<file path="src/rtl/xbar_pipe.sv">
// Pipelined NUM_PORT x NUM_PORT crossbar: each output picks one input, re-heads
// the flit with that output's turn field, and registers it through 1 or 2 stages.
module xbar_pipe #(
    parameter  int NUM_PORT    = 5,
    parameter  int DATA_WIDTH  = 64,
    parameter  int TB_WIDTH    = 7,
    parameter  int PIPE_STAGES = 1,
    localparam int IR_WIDTH    = DATA_WIDTH + (NUM_PORT-1)*TB_WIDTH,
    localparam int SEL_WIDTH   = $clog2(NUM_PORT+1)
) (
    input  logic                           clk,
    input  logic                           rst_n,
    input  logic [NUM_PORT*IR_WIDTH-1:0]   in_flat,
    input  logic [NUM_PORT-1:0]            in_valid,
    input  logic [NUM_PORT*SEL_WIDTH-1:0]  sel_flat,
    input  logic                           stall,
    output logic [NUM_PORT*DATA_WIDTH-1:0] out_flat,
    output logic [NUM_PORT-1:0]            out_valid,
    output logic                           sel_err,
    input  logic                           err_clr
);

    logic [NUM_PORT*DATA_WIDTH-1:0] w_data_p0;
    logic [NUM_PORT-1:0]            w_vld_p0;
    logic [NUM_PORT-1:0]            w_bad_p0;

    // Stage 0: per-output select and re-head; data forced to zero when not valid
    for (genvar o = 0; o < NUM_PORT; o++) begin : g_out
        logic [SEL_WIDTH-1:0]  w_sel;
        logic [DATA_WIDTH-1:0] w_dat;
        logic                  w_vld;

        assign w_sel = sel_flat[o*SEL_WIDTH +: SEL_WIDTH];

        if (o < NUM_PORT-1) begin : g_sub
            always_comb begin
                w_dat = '0;
                w_vld = 1'b0;
                for (int p = 0; p < NUM_PORT; p++) begin
                    if (w_sel == SEL_WIDTH'(p) && in_valid[p]) begin
                        w_vld = 1'b1;
                        w_dat = {in_flat[p*IR_WIDTH + DATA_WIDTH + o*TB_WIDTH +: TB_WIDTH],
                                 in_flat[p*IR_WIDTH +: DATA_WIDTH-TB_WIDTH]};
                    end
                end
            end
        end else begin : g_local
            // Local ejection keeps the base flit untouched
            always_comb begin
                w_dat = '0;
                w_vld = 1'b0;
                for (int p = 0; p < NUM_PORT; p++) begin
                    if (w_sel == SEL_WIDTH'(p) && in_valid[p]) begin
                        w_vld = 1'b1;
                        w_dat = in_flat[p*IR_WIDTH +: DATA_WIDTH];
                    end
                end
            end
        end

        assign w_data_p0[o*DATA_WIDTH +: DATA_WIDTH] = w_dat;
        assign w_vld_p0[o] = w_vld;
        assign w_bad_p0[o] = (w_sel > SEL_WIDTH'(NUM_PORT));
    end

    // Stage 1
    logic [NUM_PORT*DATA_WIDTH-1:0] r_data_p1;
    logic [NUM_PORT-1:0]            r_vld_p1;
    logic                           r_sel_err;

    always_ff @(posedge clk or negedge rst_n) begin
        if (!rst_n) begin
            r_data_p1 <= '0;
            r_vld_p1  <= '0;
        end else if (!stall) begin
            r_data_p1 <= w_data_p0;
            r_vld_p1  <= w_vld_p0;
        end
    end

    // A new illegal select outranks a coincident clear
    always_ff @(posedge clk or negedge rst_n) begin
        if (!rst_n) begin
            r_sel_err <= 1'b0;
        end else if (!stall && (|w_bad_p0)) begin
            r_sel_err <= 1'b1;
        end else if (err_clr) begin
            r_sel_err <= 1'b0;
        end
    end

    assign sel_err = r_sel_err;

    // Stage 2 (optional)
    if (PIPE_STAGES == 2) begin : g_pipe2
        logic [NUM_PORT*DATA_WIDTH-1:0] r_data_p2;
        logic [NUM_PORT-1:0]            r_vld_p2;

        always_ff @(posedge clk or negedge rst_n) begin
            if (!rst_n) begin
                r_data_p2 <= '0;
                r_vld_p2  <= '0;
            end else if (!stall) begin
                r_data_p2 <= r_data_p1;
                r_vld_p2  <= r_vld_p1;
            end
        end

        assign out_flat  = r_data_p2;
        assign out_valid = r_vld_p2;
    end else if (PIPE_STAGES == 1) begin : g_pipe1
        assign out_flat  = r_data_p1;
        assign out_valid = r_vld_p1;
    end else begin : g_pipe_bad
        $error("xbar_pipe: PIPE_STAGES must be 1 or 2");
    end

endmodule

</file>
<file path="config.mk">
export PLATFORM = sky130hd
export DESIGN_NAME = xbar_pipe
export DESIGN_NICKNAME = d
export VERILOG_FILES = /design/src/rtl/xbar_pipe.sv
export SDC_FILE = /design/constraint.sdc
export NUM_CORES = 1
export LEC_CHECK = 0
export ABC_AREA = 1
export CAP_MARGIN = 20
export CORE_AREA = 2 2 320 322
export DETAILED_ROUTE_END_ITERATION = 8
export DIE_AREA = 0 0 322 324
export PLACE_DENSITY = 0.47
export SETUP_SLACK_MARGIN = 0.4
export SLEW_MARGIN = 20
export SYNTH_ARGS = -nofsm -noshare
export SYNTH_HDL_FRONTEND = slang
export SYNTH_SLANG_ARGS = --single-unit
</file>
<file path="constraint.sdc">
create_clock -name clk -period 1.6 [get_ports clk]
set_input_delay 0.24 -clock clk [delete_from_list [all_inputs] [get_ports clk]]
set_output_delay 0.24 -clock clk [all_outputs]
set_load 0.05 [all_outputs]
</file>
==> metrics.txt, run 1 <==
Core Area=101000 um2; delay-heaviest family, CP=flip-flops; NumNets Final=5994; Die Area=104000 um2; DRT iter0 DRCs=approximately 4200; worst r2r dst=out_flat[243]; Die Width=between 300 and 400 um; fillcell total=about 11000; Pwr Total=34.4 mW; Buf/Inv on CP=1; number of buffers inserted by port buffering=809; vias in the first global route=34269; setup slack, reg-to-reg=610 ps; Critical Path Max Stage Delay=~480 ps; P_leak=about 22 nW; Max VDD drop=0.000647 V; Area contributors post-synth=dfrtp_1 32%, nand2_1 22%, nand3_1 17%; CTS buffer count=47; Syn Area/Cell=5.82 um2; min Tclk post-route=1540 ps; max_slew headroom=between 50% and 60%; Seq/Total Area, Yosys=31.9%; Initial DRT Pass Iterations=6; TNS Setup=0 ps; die height=324 um; commonest non-fill, non-tap cell in the layout=nand2_1; Routed Antenna Nets=0; Crit-path slowest cell=dfrtp_2; GRT Total Usage=between 30% and 40%; area growth from synthesis to final layout=69.8%; maxcap violations=0; PD cells=791 nW/um2; Worst Max-Slew Pin Slew=611 ps; GPL Wtd Cong=0.906; Seq cells post-synth=326; largest net degree at the start of global routing=90; Pins Over Slew Limit=0; Startpoint Class=register; grt ovf=0; required time of the worst setup path=roughly 1400 ps; Initial Util=25.3%; io pins=810; CP Data Arrival Time=1300 ps; DP HPWL=126 mm; initial antenna violation count=45; fraction of layout cells with a size suffix above 1=19.8%; worst hold-check path type=primary input to register; Reg2Reg Depth=6; final count of hold timing violations=0; area leader, netlist=dfrtp_1; clock skew=0 ps; critical path endpoint=out_flat[284]; synthesized instance count=4396; DR vias/cell=5.31; WHS=between 60 and 70 ps; # DRC=0; run status=finished, final reports clean; Sink Count=326; Crit Path Class=register to output port; post-synth top area share=about a third; r2r startpoint=out_flat[243]; crit end category=output port; setup violators final=0; worst skew pair latency=620 ps; RSZ-0062 raised after global routing=yes; Root Buffer=clkbuf_16; Netlist cell types=26; critical path startpoint=out_flat[284]; crit path max fanout=2; placement row count=about 120; Levels on crit path=1; Fmax achieved=between 0.6 and 0.7 GHz; Clock Pin Slew Worst Setup and Hold Paths=60 ps; period utilization=96.4%; most frequent cells in the layout=1477 x nand2_1, 867 x nand3_1, 461 x clkdlybuf4s50_1; vias post-DR=36576; Syn Nets=4880; # H-tree levels=2; clock tree buffer depth=3; cells along the critical path=buf_12; DR WL/cell=about 27 um; global-route wire length before repair=254 mm; CTS tree=yes; synthesized area=25600 um2; final WL=189 mm; yosys warns=0
-- metrics by stage --
stage	cells	worst slack, ps	area, um2	util (%)
6_report	6883	57.9	43400	43.0
5_1_grt	6878	53.0	43400	43.0
4_1_cts	6727	36.6	41900	41.5
3_5_place_dp	6532	-714	37800	37.4
3_3_place_gp	6532	-713	37800	37.4
2_1_floorplan	4396	375	25900	-
-- flip-flops by register name (all words and copies together) (netlist names) --
register,count
out_flat,320
out_valid,5
sel_err,1
-- report_power, final --
group | leakage (nW) | switching, mW | internal, mW | total, mW
clock | 0.775 | 4.60 | 6.64 | 11.2
sequential | 4.27 | 0.761 | 9.08 | 9.85
combinational | 17.2 | 8.13 | 5.17 | 13.3
-- Yosys cell counts (all sizes together) --
cell and instances:
a21oi 69, a31oi 1, o211ai 2, clkinv 2
nand3 873, clkbuf 165, dfrtp 326, inv 304
nor3 33, buf 166, nor2 499, nand4 10
o22a 2, o21ai 451, nand2 1493
-- how the worst min path moves through the flow --
stage / from / endpoint / slack [ps] / cells past startpoint
6_report: stall / out_flat[187] / 70 / 5
5_1_grt: stall / out_flat[187] / 90 / 5
4_1_cts: stall / out_flat[187] / 30 / 5
3_5_place_dp: rst_n / out_flat[13] / 250 / 1
3_3_place_gp: rst_n / out_flat[77] / 250 / 1
2_1_floorplan: rst_n / out_flat[0] / -60 / 0
-- layout make-up --
type / count / area [um2] / share of cell area [%]
clock buffers: 64 / 1330 / 3.07
diodes: 27 / 67.6 / 0.156
clock inverters: 22 / 264 / 0.608
well taps: 1309 / 1640 / 3.77
repair buffers: 1395 / 15600 / 36.0
multi-input cells: 3434 / 15100 / 34.9
inverters: 306 / 1190 / 2.74
flip-flops and latches: 326 / 8170 / 18.8
-- metal layers --
metal | wire, um | part of all wire (%) | track usage, % | vias up
li1 | - | - | - | 16426
met1 | 75300 | 40 | 43.1 | 17174
met2 | 85000 | 45 | 53.8 | 2424
met3 | 19800 | 10 | 8.33 | 528
met4 | 8810 | 4.7 | 14.4 | 24
met5 | 164 | 0.087 | 0.509 | -
-- kinds of logic after synthesis --
logic type	count (synthesis)	share of synthesized area (%)
buffers and inverters	637	10.2
DFF	326	31.9
AOI/OAI and AO/OA	525	10.3
and+or+nand+nor	2908	47.6
-- what timing repair did --
action	4_1_cts	5_1_grt
endpoints found under the setup margin	651	572
hold buffers	4	0
cloned	15	17
resized for setup	373	82
setup buffers	90	112
hold endpoints to repair	96	0
pin swaps	19	30
(Power assumes the default switching activity.)
==> run 2: changes to the inputs <==
--- a/config.mk
+++ b/config.mk
@@ -16,3 +16,4 @@
 export SYNTH_ARGS = -nofsm -noshare
 export SYNTH_HDL_FRONTEND = slang
 export SYNTH_SLANG_ARGS = --single-unit
+export TNS_END_PERCENT = 50
==> run 2 against run 1 <==
  * Flip-flop and latch count unchanged
  * Die area unchanged
  * First-iteration DRC count increased by 5.8%
  * Total power increased by 0.50%
  * Via count decreased by 1.8%
  * Maximum frequency increased by 0.67%
  * Largest cell class unchanged
  * Hold slack got worse by 13 ps
  * Critical endpoint is now out_flat[191]
  * Setup slack improved by 10 ps
  * Wire length decreased by 3.9%
  * Count of clock-buffer cells in the layout decreased by 3
==> metrics.txt, run 2 (synthesis results as in run 1) <==
most frequent cells in the layout=1482 x nand2_1, 869 x nand3_1, 463 x nor2_1; Startpoint Class=register; Clock Pin Slew Worst Setup and Hold Paths=60 ps (about the same); Initial Util=25.3% (unchanged); delay-heaviest family, CP=flip-flops; final WL=182 mm (-3.9%); Root Buffer=clkbuf_16; grt ovf=0 (unchanged); GPL Wtd Cong=0.943 (+4.2%); initial antenna violation count=36 (-20%); period utilization=95.7% (-0.64 points); DR vias/cell=5.25 (-1.3%); cells along the critical path=buf_6; commonest non-fill, non-tap cell in the layout=nand2_1; area growth from synthesis to final layout=68.3%; Buf/Inv on CP=1 (unchanged); required time of the worst setup path=1360 ps (about the same); Critical Path Max Stage Delay=470 ps (about the same); Max VDD drop=0.000694 V (+7.3%); Routed Antenna Nets=0 (unchanged); clock skew=0 ps (unchanged); Crit-path slowest cell=dfrtp_2; # DRC=0 (unchanged); max_slew headroom=70.4% (+11 points); Fmax achieved=0.653 GHz (+0.67%); DP HPWL=130 mm (+3.5%); placement row count=117 (unchanged); crit path max fanout=2 (unchanged); CP Data Arrival Time=1290 ps (about the same); Setup WS pre-CTS=-688 ps (+26.6 ps); # H-tree levels=2 (unchanged); final count of hold timing violations=0 (unchanged); Worst Max-Slew Pin Slew=443 ps (-167 ps); CTS tree=yes; CTS buffer count=46 (-2.1%); vias in the first global route=33819 (-1.3%); DRT iter0 DRCs=4424 (+5.8%); number of buffers inserted by port buffering=809 (unchanged); largest net degree at the start of global routing=64 (-29%); maxcap violations=0 (unchanged); run status=finished, final reports clean; Sink Count=326 (unchanged); Crit Path Class=register to output port; fraction of layout cells with a size suffix above 1=19.2% (-0.69 points); Core Area=101000 um2 (unchanged); clock tree buffer depth=3 (unchanged); worst hold-check path type=primary input to register; TNS Setup=0 ps (unchanged); DR WL/cell=26.6 um (-3.4%); vias post-DR=35913 (-1.8%); PD cells=802 nW/um2 (+1.3%); NumNets Final=5958 (-0.60%); die height=324 um (unchanged); P_leak=22.1 nW (-0.86%); Pins Over Slew Limit=0 (unchanged); io pins=810 (unchanged); Die Width=322 um (unchanged); Initial DRT Pass Iterations=6 (unchanged); global-route wire length before repair=253 mm (-0.49%); GRT Total Usage=33.6% (-0.12 points); worst skew pair latency=630 ps (about the same); setup violators final=0 (unchanged); max reg flops=320 (unchanged); min Tclk post-route=1530 ps (-10.2 ps); RSZ-0062 raised after global routing=yes; crit end category=output port; Die Area=104000 um2 (unchanged); Final WS setup=68.1 ps (+10.2 ps)
==> run 2: cell type report <==
| class | instances | area (um2) |
|---|---|---|
| antenna | 26 | 65.1 |
| clock buffer | 61 | 1340 |
| clock inverter | 24 | 304 |
| fill | 10714 | 57900 |
| inverter | 306 | 1190 |
| multi-input combinational | 3433 | 15100 |
| sequential | 326 | 8180 |
| tap | 1309 | 1640 |
| timing repair buffer | 1361 | 15300 |
==> run 2: final timing paths <==
kind	depth (start not counted)	start	slack, ps	to
max in group asynchronous	3	rst_n	690	out_flat[137]
max	1	out_flat[191]	70	out_flat[191]
max reg2reg	6	out_flat[240]	600	out_flat[240]
min reg2reg	2	out_flat[305]	490	out_flat[305]
min in group asynchronous	2	rst_n	110	out_flat[104]
min	4	stall	50	out_flat[19]
==> run 2: what timing repair did <==
| item | 4_1_cts | 5_1_grt |
|---|---|---|
| setup buffers | 84 | 69 |
| endpoints found under the hold margin | 194 | 0 |
| gates resized for setup | 331 | 86 |
| pin swaps | 19 | 0 |
| hold buffers | 1 | 0 |
| gates cloned | 11 | 0 |
| setup endpoints to repair | 651 | 584 |
==> run 2: where the power goes <==
part / internal, mW / total, mW / switching, mW
Combinational: 5.07 / 13.1 / 8.01
Clock: 7.00 / 11.6 / 4.58
Sequential: 9.09 / 9.90 / 0.814
Total: 21.2 / 34.6 / 13.4
==> run 2: metal layers <==
layer | share of wire [%] | GRT usage, % | up-vias
li1 | - | - | 16338
met2 | 45 | 52.5 | 2229
met3 | 10 | 7.53 | 395
met1 | 41 | 44.8 | 16935
met5 | 0.053 | 0 | -
met4 | 4.0 | 13.3 | 16
==> run 2: worst min-delay path, cell delays in order <==
cell and delay, ps:
buf_8 130, buf_12 160, nand2_1 70, nand2_1 50
==> run 2: stage by stage <==
stage | hold slack [ps] | std cells | power [mW] | util [%] | instance area, um2
2_1_floorplan | -55.6 | 4396 | 15.4 | - | 25800
3_3_place_gp | 180 | 6570 | 21.6 | 38.0 | 38400
4_1_cts | 11.9 | 6751 | 34.2 | 41.8 | 42200
6_report | 54.3 | 6846 | 34.6 | 42.7 | 43100
3_5_place_dp | 181 | 6570 | 21.6 | 38.0 | 38400
5_1_grt | 42.6 | 6839 | 35.7 | 42.6 | 43100
